`config.mk`:
```
export PLATFORM = sky130hd
export DESIGN_NAME = hzdm
export DESIGN_NICKNAME = d
export VERILOG_FILES = /design/src/rtl/hzdm_pkg.sv /design/src/rtl/hzdm_counter.sv /design/src/rtl/hzdm.sv
export SDC_FILE = /design/constraint.sdc
export NUM_CORES = 1
export LEC_CHECK = 0
export BUFFER_PORTS_ARGS = -buffer_cell sky130_fd_sc_hd__buf_4
export CAP_MARGIN = 20
export CORE_MARGIN = 4
export CORE_UTILIZATION = 30
export CTS_BUF_LIST = sky130_fd_sc_hd__clkbuf_4 sky130_fd_sc_hd__clkbuf_8
export CTS_CLUSTER_DIAMETER = 40
export DETAILED_ROUTE_END_ITERATION = 10
export PLACE_DENSITY = 0.57
export SYNTH_ARGS = -nofsm -noshare
export SYNTH_HDL_FRONTEND = slang
export SYNTH_HIERARCHICAL = 1
export SYNTH_SLANG_ARGS = --single-unit
```
`constraint.sdc`:
```
create_clock -name clk_i -period 3.4 [get_ports clk_i]
set_input_delay 0 -clock clk_i [delete_from_list [all_inputs] [get_ports clk_i]]
set_output_delay 0 -clock clk_i [all_outputs]
set_load 0.005 [all_outputs]
```
`src/rtl/hzdm_pkg.sv`:
```
// rtl/hzdm_pkg.sv - shared register-file geometry and hazard-window defaults
package hzdm_pkg;

    localparam int REG_COUNT        = 32;
    localparam int REG_ADDR_W       = 5;
    localparam int MAX_INFLIGHT_DEF = 3;

endpackage

```
`src/rtl/hzdm_counter.sv`:
```
// rtl/hzdm_counter.sv - up/down counter that holds when inc and dec coincide
module hzdm_counter #(
    parameter int CW = 2
) (
    input  logic          clk_i,
    input  logic          rst_i,
    input  logic          inc_i,
    input  logic          dec_i,
    output logic [CW-1:0] count_o,
    output logic          zero_o
);

    always_ff @(posedge clk_i or negedge rst_i) begin
        if (!rst_i) begin
            count_o <= '0;
        end else if (inc_i && !dec_i) begin
            count_o <= count_o + CW'(1);
        end else if (dec_i && !inc_i) begin
            count_o <= count_o - CW'(1);
        end
    end

    assign zero_o = (count_o == '0);

endmodule

```
`src/rtl/hzdm.sv`:
```
// rtl/hzdm.sv - register-hazard scoreboard and issue controller between decode and execute
module hzdm
    import hzdm_pkg::*;
#(
    parameter int MAX_INFLIGHT = MAX_INFLIGHT_DEF
) (
    input  logic                                  clk_i,
    input  logic                                  rst_i,
    input  logic                                  dec_valid_i,
    input  logic                                  dec_use1_i,
    input  logic                                  dec_use2_i,
    input  logic [REG_ADDR_W-1:0]                 dec_raddr1_i,
    input  logic [REG_ADDR_W-1:0]                 dec_raddr2_i,
    input  logic                                  dec_write_i,
    input  logic [REG_ADDR_W-1:0]                 dec_waddr_i,
    input  logic                                  exm_ready_i,
    input  logic                                  flush_i,
    input  logic                                  retire_i,
    input  logic [REG_ADDR_W-1:0]                 retire_addr_i,
    output logic                                  stall_o,
    output logic                                  issue_o,
    output logic [REG_COUNT-1:0]                  busy_o,
    output logic [$clog2(MAX_INFLIGHT+1)-1:0]     inflight_o,
    output logic                                  error_o
);

    localparam int CW = $clog2(MAX_INFLIGHT + 1);

    logic [CW-1:0]        reg_cnt [REG_COUNT];
    logic [REG_COUNT-1:0] reg_zero;
    logic [CW-1:0]        inflight;
    logic                 inflight_zero_unused;
    logic                 hazard;
    logic                 full;
    logic                 inc;
    logic                 dec;
    logic                 bad_retire;
    logic                 error_q;

    // x0 is hardwired: never counted, never busy.
    assign reg_cnt[0]  = '0;
    assign reg_zero[0] = 1'b1;
    assign busy_o      = ~reg_zero;

    assign hazard = (dec_use1_i && (dec_raddr1_i != '0) && busy_o[dec_raddr1_i]) ||
                    (dec_use2_i && (dec_raddr2_i != '0) && busy_o[dec_raddr2_i]);
    assign full   = dec_write_i && (dec_waddr_i != '0) && (inflight == CW'(MAX_INFLIGHT));

    assign stall_o = dec_valid_i && (hazard || full || flush_i);
    assign issue_o = dec_valid_i && exm_ready_i && !stall_o;

    assign inc        = issue_o && dec_write_i && (dec_waddr_i != '0);
    assign dec        = retire_i && (retire_addr_i != '0) && (reg_cnt[retire_addr_i] != '0);
    assign bad_retire = retire_i && (retire_addr_i != '0) && (reg_cnt[retire_addr_i] == '0);

    for (genvar n = 1; n < REG_COUNT; n++) begin : g_reg
        hzdm_counter #(.CW(CW)) u_cnt (
            .clk_i   (clk_i),
            .rst_i   (rst_i),
            .inc_i   (inc && (dec_waddr_i == REG_ADDR_W'(n))),
            .dec_i   (dec && (retire_addr_i == REG_ADDR_W'(n))),
            .count_o (reg_cnt[n]),
            .zero_o  (reg_zero[n])
        );
    end

    hzdm_counter #(.CW(CW)) u_inflight (
        .clk_i   (clk_i),
        .rst_i   (rst_i),
        .inc_i   (inc),
        .dec_i   (dec),
        .count_o (inflight),
        .zero_o  (inflight_zero_unused)
    );

    always_ff @(posedge clk_i or negedge rst_i) begin
        if (!rst_i) begin
            error_q <= 1'b0;
        end else if (bad_retire) begin
            error_q <= 1'b1;
        end
    end

    assign inflight_o = inflight;
    assign error_o    = error_q;

endmodule

```
==> impl_metrics.json, run 1 <==
{
  "max-vdd-ir-drop_mv": 0.253,
  "die_y_microns": 140,
  "clk_latency_ns": 0.35,
  "place_congestion": 0.858,
  "fin_crit_sh_pct": 84.5,
  "worst_r2r_path_depth": 11,
  "ff_latch_area_sq_um": 1630,
  "reg2reg_to": "g_reg[2].u_cnt/count_o[1]$_DFFE_PN0P_",
  "hp-class": "primary input to flip-flop",
  "slew_headroom_pct": 37.1,
  "drive_gt1_share_pct": 20.0,
  "initial_core_util_pct": 30.4,
  "crit_buf_inv": 1,
  "critPathArrivalTime_ns": 3.11,
  "drc_errors": 0,
  "fin_ws_ns": 0.527,
  "grt_max_degree": 66,
  "outcome": "finished clean",
  "finalMaxSlewViolations": 0,
  "grt_pass1_wl_microns": 23400,
  "multi_input_area_sq_um": 3180,
  "ios": 66,
  "grt_overflow_total": 0,
  "port_buffers": 64,
  "drt_iter0_drc": 278,
  "hold_viol_final": 0,
  "antenna_found_initial": 0,
  "clock_path_buffers": 2,
  "required_ns": 3.64,
  "die_w_microns": 140,
  "total_power_mw": 4.26,
  "power_frac_comb_pct": 48.0,
  "syn-num-nets": 646,
  "synthesis.area_sq_um": 5240,
  "clkPwrFrac_pct": 15.7,
  "numCtsBuffers": 9,
  "post-dp-hpwl_microns": 11300,
  "swShare_pct": 41.0,
  "finClkSkew_ns": 0.00655,
  "maxCapViolCount": 0,
  "wl_microns": 15000,
  "switchingPower_mw": 1.75,
  "setup_tns_ns": 0,
  "max_stage_delay_ns": 0.43,
  "pwr-share-seq_pct": 36.3,
  "worst-setup-path-type": "flip-flop to flip-flop",
  "p_int_mw": 2.52,
  "nFillCells": 1762,
  "grt_use_met2_pct": 23.6,
  "worstPathCellList": "nor2_1 > mux2i_1 > a31o_2 > o311ai_0 > o211ai_2 > buf_4 > nor3_1 > ha_1 > xor2_1 > nor2_1 > xor2_1",
  "hold_depth": 4,
  "syn2layout_area_growth_pct": 16.3,
  "dp_slack_ns": 0.523,
  "gr-usage-all-layers_pct": 15.1,
  "cts_sinks": 65,
  "die-area_sq_um": 19700,
  "period_minus_slack_ns": 2.87,
  "cp-start-kind": "flip-flop",
  "tightest_slew_ns": 0.940,
  "gr-usage-met3_pct": 2.87,
  "rsz0062_at_grt": "false",
  "firstDrtPassIters": 5,
  "hp-start": "retire_addr_i[4]",
  "cts_root_buffer": "clkbuf_8",
  "rr_startpoint": "g_reg[27].u_cnt/count_o[0]$_DFFE_PN0P_",
  "cp_max_fo": 18,
  "min_delay_worst_endpoint": "error_o$_DFFE_PN0P_",
  "drtAntennaViolNets": 0,
  "rows": 48,
  "synth_warnings": 6,
  "syn-instance-count": 585,
  "grt_pass1_vias": 4196,
  "fp.coreArea_sq_um": 17200,
  "vias": 4312,
  "p_per_area_nw_per_um2": 699,
  "fmax_mhz": 348,
  "r2r_setup_slack_ns": 0.53,
  "avgViaCountPerCell": 4.96,
  "met1_usage_pct": 21.4,
  "end_kind": "flip-flop",
  "avgRoutedWirePerCell_microns": 17.2,
  "top_usage_layer": "met2",
  "crit_slowest_cell": "dfrtp_1",
  "cts_tree": "done",
  "cts_max_level": 3,
  "nets": 701,
  "cp_top_family": "compound AO/OA/AOI/OAI gates",
  "setup_viol": 0,
  "antenna_cells": 0,
  "path_clk_slew_ns": 0.07,
  "syn_area_per_cell_sq_um": 8.96,
  "p_leak_nw": 2.81
}
cell type report:
type,count,share of cell area [%]
Multi-Input combinational cell,421,52.1
Clock inverter,6,0.944
Inverter,68,4.18
Tap cell,225,4.62
Clock buffer,10,2.26
Sequential cell,65,26.7
Timing Repair Buffer,75,9.27
metrics by stage:
stage	hold WS (ns)	area [sq um]	instances	util (%)
3_3_place_gp	0.176	5890	853	34.2
3_5_place_dp	0.175	5890	853	34.2
6_report	0.200	6100	870	35.4
4_1_cts	0.186	6100	870	35.4
2_1_floorplan	-0.296	5240	585	-
5_1_grt	0.184	6100	870	35.4
power groups by stage:
stage / Combinational, mW / Sequential [mW] / Clock, mW
floorplan: 1.25 / 1.48 / 0
global placement: 2.05 / 1.54 / 0
detailed placement: 2.05 / 1.55 / 0
CTS: 2.07 / 1.54 / 0.690
global route: 2.24 / 1.60 / 0.723
finish: 2.05 / 1.55 / 0.671
worst max-delay path by stage:
| stage | from | to | depth (start not counted) |
|---|---|---|---|
| after floorplan | g_reg[13].u_cnt/count_o[0]$_DFFE_PN0P_ | g_reg[10].u_cnt/count_o[1]$_DFFE_PN0P_ | 10 |
| after CTS | g_reg[27].u_cnt/count_o[0]$_DFFE_PN0P_ | g_reg[2].u_cnt/count_o[1]$_DFFE_PN0P_ | 10 |
| after global routing | g_reg[25].u_cnt/count_o[0]$_DFFE_PN0P_ | g_reg[20].u_cnt/count_o[1]$_DFFE_PN0P_ | 11 |
| final | g_reg[27].u_cnt/count_o[0]$_DFFE_PN0P_ | g_reg[2].u_cnt/count_o[1]$_DFFE_PN0P_ | 11 |
| after global placement | g_reg[27].u_cnt/count_o[0]$_DFFE_PN0P_ | g_reg[2].u_cnt/count_o[1]$_DFFE_PN0P_ | 11 |
| after detailed placement | g_reg[27].u_cnt/count_o[0]$_DFFE_PN0P_ | g_reg[2].u_cnt/count_o[1]$_DFFE_PN0P_ | 10 |
layer usage:
layer	vias to the layer above	wire [microns]
li1	2089	-
met1	2058	7090
met2	146	6740
met3	19	876
met4	0	254
met5	-	0
registers in the layout, indices dropped and copies added, names as in the netlist:
| signal | flops |
|---|---|
| u_inflight/count_o | 2 |
| g.u_cnt/count_o | 62 |
| error_o | 1 |
what timing repair did:
item / in CTS / in global routing
gates resized for setup: 0 / 0
hold buffers: 1 / 0
buffers inserted: 0 / 0
setup endpoints to repair: 0 / 0
hold endpoints to repair: 65 / 0
layout by cell type, fill, tap and decap left out, types with 2 or more instances in the layout:
master	instances
a211o_1	3
and2_1	2
buf_4	74
clkbuf_8	10
clkinv_2	4
dfrtp_1	65
ha_1	32
inv_1	67
mux2_2	2
mux2i_1	7
mux4_1	2
mux4_2	12
nand2_1	12
nand2b_1	7
nand3_1	31
nand3_2	2
nor2_1	88
nor2b_1	6
nor3_1	40
nor3_2	10
nor3b_1	8
nor4_1	18
o2111ai_1	2
o211ai_1	3
o22ai_1	2
o311a_1	2
o311ai_0	3
or2_2	3
or3_1	3
or3b_2	2
xnor2_1	32
xor2_1	64
tightest hold or removal path, stage by stage:
cell and delay [ns]:
buf_4 0.13, o221ai_2 0.07, o32ai_2 0.12, a21o_1 0.19
Note: power is estimated with default switching activity, not from simulation.
==> inputs of run 2 (changes only) <==
Settings changed: PLACE_DENSITY 0.57 to 0.58.
Clock period 3.4 ns to 2.37 ns, I/O delays scaled along.
==> run 2 against run 1 <==
  * The flow now finishes with violations (negative setup slack)
  * Total power grew 96%
  * Critical path depth grew 3
  * Combinational power rose to 2.6 times the previous value
  * Clock power increased by 48%
  * Final area increased by 32%
  * Sequential share of layout area is 6.5 points lower
  * Fmax up 4.0%
  * Clock skew rose by 0.0034 ns
  * Critical endpoint is now g_reg[11].u_cnt/count_o[1]$_DFFE_PN0P_
==> impl_metrics.json, run 2 (same netlist as run 1, synthesis figures left out) <==
{
  "drc_errors": 0,
  "setup_viol": 66,
  "top_register": "g.u_cnt/count_o",
  "rows": 48,
  "largest_reg_flops": 62,
  "firstDrtPassIters": 4,
  "cp-start-kind": "flip-flop",
  "rsz0062_at_grt": "true",
  "violations": "negative setup slack",
  "crit_slowest_cell": "mux4_2",
  "finalCoreUtilization_pct": 46.9,
  "placed_area_sq_um": 6930,
  "hp-class": "primary input to flip-flop",
  "period_minus_slack_ns": 2.76,
  "max_stage_delay_ns": 0.49,
  "mostFrequentLayoutCell": "buf_4",
  "post-dp-hpwl_microns": 13000,
  "initial_core_util_pct": 30.4,
  "die-area_sq_um": 19700,
  "swShare_pct": 38.4,
  "slew_headroom_pct": 41.9,
  "tightest_slew_ns": 0.872,
  "die_y_microns": 140,
  "r2r_setup_slack_ns": -0.39,
  "avgViaCountPerCell": 4.85,
  "mostFrequentLayoutCells": "buf_4, dfrtp_1, inv_1, xor2_1, nor2_1",
  "clkPwrFrac_pct": 11.9,
  "final_cells": 1017,
  "finClkSkew_ns": 0.00999,
  "numCtsBuffers": 9,
  "power_frac_comb_pct": 63.8,
  "cp_top_family": "multiplexers",
  "grt_max_degree": 66,
  "hold_viol_final": 0,
  "fp.coreArea_sq_um": 17200,
  "crit_buf_inv": 4,
  "maxCapViolCount": 0,
  "avgRoutedWirePerCell_microns": 17.5,
  "drive_gt1_share_pct": 48.4,
  "cts_tree": "done",
  "cts_max_level": 3,
  "hold_depth": 4,
  "fin_ws_ns": -0.391,
  "path_clk_slew_ns": 0.07,
  "fmax_mhz": 362,
  "whs_ns": 0.109,
  "wl_microns": 17800,
  "setup_tns_ns": -18.60,
  "p_leak_nw": 3.74,
  "cp_max_fo": 8,
  "cts_root_buffer": "clkbuf_8",
  "max-vdd-ir-drop_mv": 0.480,
  "vias": 4935,
  "required_ns": 2.66,
  "drt_iter0_drc": 332,
  "switchingPower_mw": 3.20,
  "pwr-share-seq_pct": 24.3,
  "fin_crit_sh_pct": 117,
  "p_int_mw": 5.15,
  "drtAntennaViolNets": 0,
  "syn2layout_area_growth_pct": 54.1,
  "design_area_sq_um": 8080,
  "ios": 66,
  "worst_r2r_path_depth": 14,
  "p_per_area_nw_per_um2": 1030,
  "grt_overflow_total": 0,
  "port_buffers": 64,
  "grt_pass1_wl_microns": 26600,
  "cts_sinks": 65,
  "finalMaxSlewViolations": 0,
  "place_congestion": 0.873,
  "worstPathCellList": "nor2_2 > buf_4 > mux4_2 > mux2i_4 > nor3b_2 > nor4_4 > buf_6 > buf_12 > buf_4 > nor3_4 > ha_2 > xor2_1 > nor2_1 > xor2_1",
  "gr-usage-all-layers_pct": 17.4,
  "dp_cells": 982,
  "end_kind": "flip-flop",
  "antenna_found_initial": 0,
  "cp.depth": 14,
  "outcome": "finished with violations",
  "clk_latency_ns": 0.37,
  "nets": 849,
  "antenna_cells": 0,
  "worst-setup-path-type": "flip-flop to flip-flop",
  "clock_path_buffers": 2,
  "grt_pass1_vias": 4849,
  "die_w_microns": 140,
  "nFillCells": 1612,
  "critPathArrivalTime_ns": 3.05
}
-- run 2: worst paths after layout --
kind / startpoint / end
setup / recovery: g_reg[24].u_cnt/count_o[1]$_DFFE_PN0P_ / g_reg[11].u_cnt/count_o[1]$_DFFE_PN0P_
hold / removal: retire_i / error_o$_DFFE_PN0P_
setup reg to reg: g_reg[24].u_cnt/count_o[1]$_DFFE_PN0P_ / g_reg[11].u_cnt/count_o[1]$_DFFE_PN0P_
hold reg to reg: g_reg[13].u_cnt/count_o[1]$_DFFE_PN0P_ / g_reg[13].u_cnt/count_o[1]$_DFFE_PN0P_
max in group asynchronous: rst_i / g_reg[19].u_cnt/count_o[0]$_DFFE_PN0P_
min in group asynchronous: rst_i / g_reg[15].u_cnt/count_o[1]$_DFFE_PN0P_
-- run 2: what timing repair did --
item | CTS | global route
hold buffers | 1 | 0
endpoints found under the hold margin | 65 | 0
resized for setup | 71 | 71
pin swaps | 60 | 39
setup buffers | 6 | 7
setup endpoints to repair | 66 | 66
cloned | 4 | 4
-- run 2: worst min-delay path, delay by kind of cell --
family / cells / cell delay [ns]
compound gates: 2 / 0.24
buf+inv: 2 / 0.21
-- run 2: cell type report --
cell class	count	area (sq um)	share of cell area [%]
clock buffers	12	159	1.97
clock inverters	3	40.0	0.496
inverters	68	255	3.16
multi-input cells	421	3870	48.0
flip-flops and latches	65	1630	20.1
well taps	225	282	3.48
repair buffers	223	1840	22.8
-- run 2: routing by layer --
metal  vias to the layer above  GRT usage (%)  part of all wire, %
li1                       2382              -                    -
met1                      2381           23.9                   46
met2                       153           27.3                   46
met3                        19           4.61                  7.0
met4                         0           4.69                  1.6
met5                         -              0                    0
-- run 2: stage by stage --
stage	power (mW)	worst slack, ns
after floorplan	3.94	-0.0871
after detailed placement	6.56	-0.510
final	8.35	-0.391
after global routing	8.90	-0.517
after global placement	6.53	-0.476
after CTS	7.98	-0.363
-- run 2: power by group through the flow --
stage	Clock [mW]	Combinational (mW)	Sequential [mW]
floorplan	0	1.81	2.13
global placement	0	4.56	1.97
detailed placement	0	4.58	1.99
CTS	1.02	4.97	2.00
global route	1.07	5.73	2.10
finish	0.990	5.33	2.03
==> inputs of run 3 (changes only) <==
Settings changed: CORE_UTILIZATION 30 to 42, GPL_TIMING_DRIVEN from default to 0, PLACE_DENSITY 0.58 to 0.73, TNS_END_PERCENT from default to 20.
==> run 3 against run 2 <==
  * The flow still finishes with violations (negative setup slack)
  * Register-to-register slack lost 0.07 ns
  * Sequential share of layout area increased by 1.9 points
  * Sequential power rose by 7%
  * Clock-buffer cell count shrank 1
  * Hold slack gained 0.17 ns
  * Clock power rose by 34%
  * Non-clock buffer count is 69 lower
  * Flip-flop and latch count did not move
  * Core utilization is 14 points higher
==> impl_metrics.json, run 3 (same netlist as run 1, synthesis figures left out) <==
{
  "setup_viol": 67,
  "vias": 4937,
  "grt_pass1_wl_microns": 25200,
  "maxCapViolCount": 0,
  "final_cells": 892,
  "path_clk_slew_ns": 0.08,
  "cts_tree": "done",
  "p_per_area_nw_per_um2": 1070,
  "drive_gt1_share_pct": 39.1,
  "hp-class": "primary input to flip-flop",
  "drt_iter0_drc": 362,
  "numCtsBuffers": 9,
  "wl_microns": 16800,
  "wl_met3_microns": 1240,
  "period_minus_slack_ns": 2.83,
  "required_ns": 2.61,
  "die_y_microns": 120,
  "syn2layout_area_growth_pct": 41.3,
  "mostFrequentLayoutCells": "buf_4, inv_1, dfrtp_1, xor2_1, nor2_1",
  "worst-setup-path-type": "flip-flop to flip-flop",
  "cp-start-kind": "flip-flop",
  "top_layer_used": "met5",
  "largest_reg_flops": 62,
  "fmax_mhz": 354,
  "port_buffers": 56,
  "grt_overflow_total": 0,
  "met2_length_microns": 8260,
  "post-dp-hpwl_microns": 11300,
  "cp_max_fo": 8,
  "end_kind": "flip-flop",
  "die_w_microns": 120,
  "clock_path_buffers": 2,
  "dp_cells": 809,
  "rsz0062_at_grt": "true",
  "fp.coreArea_sq_um": 12100,
  "slew_headroom_pct": 43.2,
  "violations": "negative setup slack",
  "top_register": "g.u_cnt/count_o",
  "placed_area_sq_um": 5920,
  "initial_core_util_pct": 43.3,
  "finalMaxSlewViolations": 0,
  "whs_ns": 0.281,
  "avgViaCountPerCell": 5.53,
  "nets": 780,
  "fin_ws_ns": -0.457,
  "cts_max_level": 3,
  "outcome": "finished with violations",
  "mostFrequentLayoutCell": "buf_4",
  "rows": 40,
  "cts_sinks": 65,
  "hold_viol_final": 0,
  "drc_errors": 0,
  "tightest_slew_ns": 0.853,
  "fin_crit_sh_pct": 119,
  "setup_tns_ns": -17.69,
  "finClkSkew_ns": 0.00941,
  "grt_max_degree": 66,
  "cts_root_buffer": "clkbuf_8",
  "firstDrtPassIters": 6,
  "ios": 66,
  "max-vdd-ir-drop_mv": 0.743,
  "design_area_sq_um": 7410,
  "drtAntennaViolNets": 0,
  "grt_pass1_vias": 4842,
  "p_leak_nw": 3.34,
  "avgRoutedWirePerCell_microns": 18.8,
  "antenna_cells": 0,
  "clk_latency_ns": 0.37,
  "total_power_mw": 7.95,
  "die-area_sq_um": 14300,
  "place_congestion": 0.954,
  "antenna_found_initial": 1,
  "critPathArrivalTime_ns": 3.07,
  "gr-usage-all-layers_pct": 22.5,
  "wl_met1_microns": 6640
}
[run 3: cell types whose count changed in the layout (fill, tap and decap cells not counted), moves of 4 or more]
cell	previous run	this run
buf_1	0	5
ha_1	9	17
buf_4	205	105
nor2_1	55	60
buf_6	7	24
buf_2	1	6
clkbuf_1	0	7
ha_2	12	4
nor2_2	31	27
xnor2_2	8	2
xnor2_1	24	30
[run 3: worst paths after layout]
path	slack, ns	to	from	cells after the start
hold / removal	0.28	error_o$_DFFE_PN0P_	retire_i	4
max in group asynchronous	1.47	g_reg[9].u_cnt/count_o[0]$_DFFE_PN0P_	rst_i	2
min in group asynchronous	0.30	g_reg[20].u_cnt/count_o[0]$_DFFE_PN0P_	rst_i	2
setup / recovery	-0.46	g_reg[22].u_cnt/count_o[1]$_DFFE_PN0P_	g_reg[3].u_cnt/count_o[0]$_DFFE_PN0P_	11
setup reg to reg	-0.46	g_reg[22].u_cnt/count_o[1]$_DFFE_PN0P_	g_reg[3].u_cnt/count_o[0]$_DFFE_PN0P_	11
hold reg to reg	0.49	g_reg[4].u_cnt/count_o[1]$_DFFE_PN0P_	g_reg[4].u_cnt/count_o[1]$_DFFE_PN0P_	1
[run 3: power by group]
group,switching [mW],internal (mW),total [mW]
Combinational,2.05,2.40,4.45
Sequential,0.548,1.63,2.18
Clock,0.467,0.861,1.33
[run 3: timing repair]
| action | in CTS | in global routing |
|---|---|---|
| pin swaps | 17 | 25 |
| endpoints found under the hold margin | 65 | 0 |
| buffers inserted | 48 | 14 |
| setup endpoints to repair | 66 | 67 |
| cloned | 1 | 3 |
| resized for setup | 70 | 72 |
| hold buffers | 1 | 0 |
[run 3: final cells by class]
type | count | area [sq um]
fill | 1036 | 4700
sequential | 65 | 1630
inverter | 68 | 255
tap | 168 | 210
clock inverter | 5 | 125
timing repair buffer | 123 | 1020
clock buffer | 11 | 151
buffer | 31 | 243
multi-input combinational | 421 | 3770
[run 3: stage by stage]
step | utilization (%) | setup slack (ns)
6_report | 61.2 | -0.457
5_1_grt | 61.2 | -0.524
4_1_cts | 57.1 | -0.317
3_5_place_dp | 48.9 | -0.880
3_3_place_gp | 48.9 | -0.832
2_1_floorplan | - | -0.0871
[run 3: per-layer routing]
metal,track usage [%],vias up
met5,0,-
met4,8.45,2
met3,5.56,62
met2,38.1,242
met1,27.7,2389
li1,-,2242
[run 3: critical path: stages (launching register included)]
cell and delay (ns):
dfrtp_1 0.42, nor2_4 0.16, inv_2 0.07, mux4_2 0.52, o2111ai_4 0.25, o211ai_4 0.20
clkbuf_16 0.22, nor3_2 0.17, ha_1 0.20, xor2_1 0.23, nor2_1 0.10, xor2_1 0.16
